## src/rtl/registers_file.sv

```systemverilog
// General-purpose register file for the MIPS multicycle datapath.
// 2^ADDR_WIDTH x DATA_WIDTH storage, two combinational read ports, one
// synchronous write port. Register 0 always reads zero.
module registers_file #(
   parameter int unsigned DATA_WIDTH = 32,
   parameter int unsigned ADDR_WIDTH = 5
) (
   input  logic                  clk,
   input  logic                  rst,
   input  logic [ADDR_WIDTH-1:0] src1,
   input  logic [ADDR_WIDTH-1:0] src2,
   input  logic [ADDR_WIDTH-1:0] dest,
   input  logic [DATA_WIDTH-1:0] write_value,
   input  logic                  write_en,
   output logic [DATA_WIDTH-1:0] out1,
   output logic [DATA_WIDTH-1:0] out2
);

   localparam int unsigned NumRegs = 1 << ADDR_WIDTH;

   logic [DATA_WIDTH-1:0] regs_q [NumRegs];
   logic                  wr_active;

   // Writes to register 0 are dropped here so its storage is only ever cleared.
   always_comb begin
      wr_active = write_en && (dest != '0);
   end

   // Storage update: reset clears every entry and overrides any pending write.
   always_ff @(posedge clk) begin
      if (rst) begin
         for (int i = 0; i < NumRegs; i++) begin
            regs_q[i] <= '0;
         end
      end else if (wr_active) begin
         regs_q[dest] <= write_value;
      end
   end

   // Read ports: no bypass, so a same-cycle write is visible only after the edge.
   // Index 0 is forced to zero so it reads 0 even before the first reset.
   always_comb begin
      out1 = '0;
      out2 = '0;
      if (src1 != '0) out1 = regs_q[src1];
      if (src2 != '0) out2 = regs_q[src2];
   end

endmodule

```

## config.mk

```make
export PLATFORM = sky130hd
export DESIGN_NAME = registers_file
export DESIGN_NICKNAME = d
export VERILOG_FILES = /design/src/rtl/registers_file.sv
export SDC_FILE = /design/constraint.sdc
export NUM_CORES = 2
export LEC_CHECK = 0
export ABC_CLOCK_PERIOD_IN_PS = 2800
export BUFFER_PORTS_ARGS = -buffer_cell sky130_fd_sc_hd__buf_2
export CAP_MARGIN = 40
export CORE_ASPECT_RATIO = 0.8
export CORE_MARGIN = 4
export CORE_UTILIZATION = 30
export DETAILED_ROUTE_END_ITERATION = 10
export GPL_ROUTABILITY_DRIVEN = 1
export PLACE_DENSITY = 0.43
export SLEW_MARGIN = 0
export SYNTH_ARGS = -nofsm -noshare
export SYNTH_HDL_FRONTEND = slang
export SYNTH_SLANG_ARGS = --single-unit
```

## constraint.sdc

```tcl
create_clock -name clk -period 2.8 [get_ports clk]
set_input_delay 0.28 -clock clk [delete_from_list [all_inputs] [get_ports clk]]
set_output_delay 0.28 -clock clk [all_outputs]
set_load 0.005 [all_outputs]
```

### Word level (Yosys, flattened, before mapping)

Memories as Yosys holds them, arrays and structs flattened.
Cells that the tools add are included.

* bits in registers: 0
* RAM bits: 1024
* input port bits: 50
* output and inout bits: 64
* word-level logic and storage cells: 16
* memories: 1

Memories
* regs_q: words 32, bits a word 32, read ports 2, clocked after Yosys merged registers in 0, write ports 32, RTL line 21 `logic [DATA_WIDTH-1:0] regs_q [NumRegs];`

* mux-type cells: 10
* reduce and logical (&&, ||, !) cells: 5

Operator list (number)
* 32-bit 2-to-1 mux: 3
* 32-bit OR reduction: 1
* 5-bit nonzero test: 3
* 1-bit 2-to-1 mux: 6
* 5-bit 2-to-1 mux: 1
* 1-bit logical AND: 1

### Longest topological paths before layout

* depth after elaboration: 7
* mapped depth: 9
* gate-level depth less buffers: 4

### Worst setup path after synthesis

Ideal clock, no wire load.

* kind: input -> register
* start point: input port dest[1]
* end point: memory regs_q[12][0] (enable)
* library setup time: 0.375 ns
* arrival: 1.826 ns
* data required time: 2.425 ns
* slack: 0.599 ns
* stages on the path: 4
* buffers on the path: 1
* cell sequence: or4b_2 -> clkbuf_1 -> nor2_1 -> or2_2

RTL lines
* start: declaration: RTL line 12 `input logic [ADDR_WIDTH-1:0] dest,`
* end: declaration: RTL line 21

==> qor_table.md <==
| Result | Reported | Unit |
|---|---|---|
| Run status | finished, violations left | - |
| Violations in the final reports | negative setup slack | - |
| Synthesized area per cell | 15.5 | sq um |
| Setup repair after global routing missed its margin | true | - |
| Multi-input logic area | 23700 | sq um |
| Maximum capacitance violations | 0 | - |
| Root buf cell | sky130_fd_sc_hd__clkbuf_16 | - |
| Power density of the placed cells | 584 | nW/um^2 |
| CTS HTree Levels | 3 | - |
| Async set or reset register ratio after synthesis | 0 | % |
| Share of layout cells above drive strength 1 | 35.9 | % |
| Power consumption | 38.5 | mW |
| Post-route insts no fill | 6256 | - |
| Most instantiated flip-flop cell in the synthesis netlist | sky130_fd_sc_hd__edfxtp_1 | - |
| Count of pins on the block boundary | 114 | - |
| Number of input and output port buffers inserted | 113 | - |
| Number of buffer and inverter stages on the critical path | 1 | - |
| Number of slew-limit violations in the final report | 0 | - |
| Cell taking the most area after synthesis | sky130_fd_sc_hd__edfxtp_1 | - |
| Startpoint kind of the worst setup timing path | flop | - |
| Die extent in y | 388 | um |
| First-pass GRT wire length | 292000 | um |
| WL/cell | 33.8 | um |
| Maximum fanout encountered on the critical timing path | 2 | - |
| Per-cell via count in the routed design | 5.50 | - |
| Leakage | 22.7 | nW |
| Number of search-and-repair iterations in the first detailed-routing pass | 7 | - |
| Max clock buf depth | 3 | - |
| Drc violations | 0 | - |
| Count of antenna-violating nets left after detailed routing | 0 | - |
| GPL Wtd Cong | 0.800 | - |
| Critical path required time | 2.52 | ns |
| Total number of vias | 34428 | - |
| Ordered cell list for the critical path | mux4_2 > mux4_2 > o22ai_2 > nor3_1 > buf_2 | - |
| Final count of negative-setup-slack endpoints | 38 | - |
| Final sum of negative setup slack | -4.56 | ns |
| Measured slew at the worst slew-check pin | 0.901 | ns |
| Placed wire-length estimate after detailed placement | 134000 | um |
| Sequential standard cell area | 30700 | sq um |
| Filler cell count in the final layout | 16750 | - |
| Number of antenna violations at the first check in global routing | 27 | - |
| CTS sink count | 1024 | - |
| Core ar. | 180000 | sq um |
| Final hold violations | 0 | - |
| Remaining global-route overflow | 0 | - |
| Area of the mapped netlist | 54200 | sq um |
| Total number of nets in the final design | 3794 | - |
| Initial core utilization | 30.2 | % |
| Worst hold path type | input pin to flop | - |
| Relative slew slack | 39.8 | % |
| FMAX | 330 | MHz |
| Count of routing violations after the opening detailed-route iteration | 3615 | - |
| Post-layout util | 36.8 | % |
| Cell repeated most along the worst path | sky130_fd_sc_hd__mux4_2 | - |
| Time the worst path needs with I/O delays and setup | 3.03 | ns |
| Instance count of the mapped netlist | 3502 | - |
| Most used standard cell by instance count after synthesis | sky130_fd_sc_hd__edfxtp_1 | - |
| Cell count of the worst hold path | 2 | - |
| Number of global-route vias before repair | 34847 | - |
| Highest cell delay on the worst timing path | 0.58 | ns |
| Proportion of synthesized chip area in sequential cells | 56.7 | % |
| Post-synth cell types | 42 | - |
| TritonCTS clock tree | built | - |
| Number of stages on the worst setup path | 5 | - |
| Proportion of netlist area held by the largest area contributor | 56.7 | % |
| Number of synthesized flops with an enable pin | 1024 | - |
| Critical path capture point type | primary output | - |
| Final clock period utilization by the worst path | 108 | % |
| GRT Resource Usage Total | 22.1 | % |
| Area growth from synthesis to layout | 21.8 | % |
| Num rows | 139 | - |
| Final hold slack | 0.175 | ns |
| Critical path's slowest cell | sky130_fd_sc_hd__mux4_2 | - |
| Largest registers | regs_q x1024 | - |
| Post-placement cell area | 60500 | sq um |
| Clock buffer count from CTS | 111 | - |
| Worst slack at placement | -0.280 | ns |
| Synth cell count leaders | sky130_fd_sc_hd__edfxtp_1 (1024), sky130_fd_sc_hd__and2_1 (995), sky130_fd_sc_hd__mux4_2 (472), sky130_fd_sc_hd__clkbuf_1 (272), sky130_fd_sc_hd__mux2i_1 (150) | - |
| Clock transition at path regs | 0.07 | ns |
| Register bit count reported by yosys | 1024 | - |
| Maximum number of pins on one net before global-route repair | 44 | - |
| Die footprint | 188000 | sq um |
| Yosys synthesis warning count | 0 | - |
| Top register by number of flip-flops | regs_q | - |
| Type of the setup path with the least slack | flop to primary output | - |
| Arrival @ worst endpoint | 2.75 | ns |
| Routed WL | 211000 | um |
| Final cell area excluding filler cells | 66000 | sq um |
| Max reg flops | 1024 | - |
| Cells after DPL | 6004 | - |
| Startpoint of the worst hold path | rst | - |
| Die width | 483 | um |
| Worst-case hold path end point | regs_q[0][14]$_SDFFCE_PN0P_ | - |
| Final worst setup slack | -0.230 | ns |
| Top post-synthesis cells by area | sky130_fd_sc_hd__edfxtp_1 (57%), sky130_fd_sc_hd__mux4_2 (20%), sky130_fd_sc_hd__and2_1 (11%) | - |
| Top Family by Delay on Critical Path | multiplexers | - |
| IR drop worst, VDD | 0.476 | mV |
-- layout make-up --
type	count	area share, %
inverter	2	0.0114
clock buffer	129	4.47
clock inverter	78	0.925
multi-input combinational	2120	36.0
timing repair buffer	485	7.45
sequential	1024	46.6
antenna	21	0.0796
tap	2397	4.54
-- routing by layer --
metal | wire (um) | GRT usage (%) | up-vias | share of wire, %
li1 | - | - | 14125 | -
met5 | 13 | 0 | - | 0.0061
met4 | 6220 | 6.11 | 2 | 2.9
met2 | 95800 | 34.0 | 1504 | 45
met3 | 14100 | 3.41 | 275 | 6.7
met1 | 95300 | 32.4 | 18522 | 45
-- how the worst max path moves through the flow --
| stage | start | end |
|---|---|---|
| 2_1_floorplan | dest[1] | regs_q[12][0]$_SDFFCE_PN0P_ |
| 3_3_place_gp | src1[0] | out1[19] |
| 3_5_place_dp | src2[1] | out2[21] |
| 4_1_cts | regs_q[29][31]$_SDFFCE_PN0P_ | out2[31] |
| 5_1_grt | regs_q[29][14]$_SDFFCE_PN0P_ | out2[14] |
| 6_report | regs_q[28][28]$_SDFFCE_PN0P_ | out2[28] |
-- layout by cell type (no fill, tap or decap), types with 25 or more instances in the layout --
| master | instances |
|---|---|
| sky130_fd_sc_hd__and2_1 | 994 |
| sky130_fd_sc_hd__o22ai_1 | 89 |
| sky130_fd_sc_hd__nor2_4 | 32 |
| sky130_fd_sc_hd__clkbuf_16 | 118 |
| sky130_fd_sc_hd__clkinv_2 | 25 |
| sky130_fd_sc_hd__a22o_4 | 26 |
| sky130_fd_sc_hd__buf_2 | 103 |
| sky130_fd_sc_hd__buf_12 | 107 |
| sky130_fd_sc_hd__mux2i_1 | 148 |
| sky130_fd_sc_hd__mux4_2 | 472 |
| sky130_fd_sc_hd__conb_1 | 32 |
| sky130_fd_sc_hd__a22o_1 | 25 |
| sky130_fd_sc_hd__or2_2 | 33 |
| sky130_fd_sc_hd__mux2_2 | 29 |
| sky130_fd_sc_hd__clkinv_1 | 35 |
| sky130_fd_sc_hd__edfxtp_1 | 1024 |
| sky130_fd_sc_hd__a2111oi_4 | 44 |
| sky130_fd_sc_hd__buf_4 | 255 |
-- kinds of logic (layout without fill, tap and decap cells) --
| kind of cell | after synthesis | count (layout) | synth area share (%) |
|---|---|---|---|
| flip-flops | 1024 | 1024 | 56.7 |
| buffers and inverters | 389 | 694 | 3.31 |
| other | 1 | 53 | 0.00691 |
| AO/OA/AOI/OAI | 259 | 259 | 3.65 |
| multiplexers | 652 | 652 | 23.0 |
| AND/OR/NAND/NOR | 1177 | 1177 | 13.3 |
-- where the power goes --
group          internal, mW  switching [mW]  total (mW)
Clock                  8.33            6.57        14.9
Combinational          2.48            2.99        5.47
Sequential             17.7           0.473        18.2
Total                  28.5            10.0        38.5
-- what timing repair did --
item / CTS / global route
cloned: 0 / 2
pin swaps: 102 / 20
setup endpoints to repair: 62 / 64
gates resized for setup: 221 / 55
hold buffers: 0 / 0
setup buffers: 18 / 28
endpoints found under the hold margin: 0 / 0
Power figures use the tool's default switching activity.
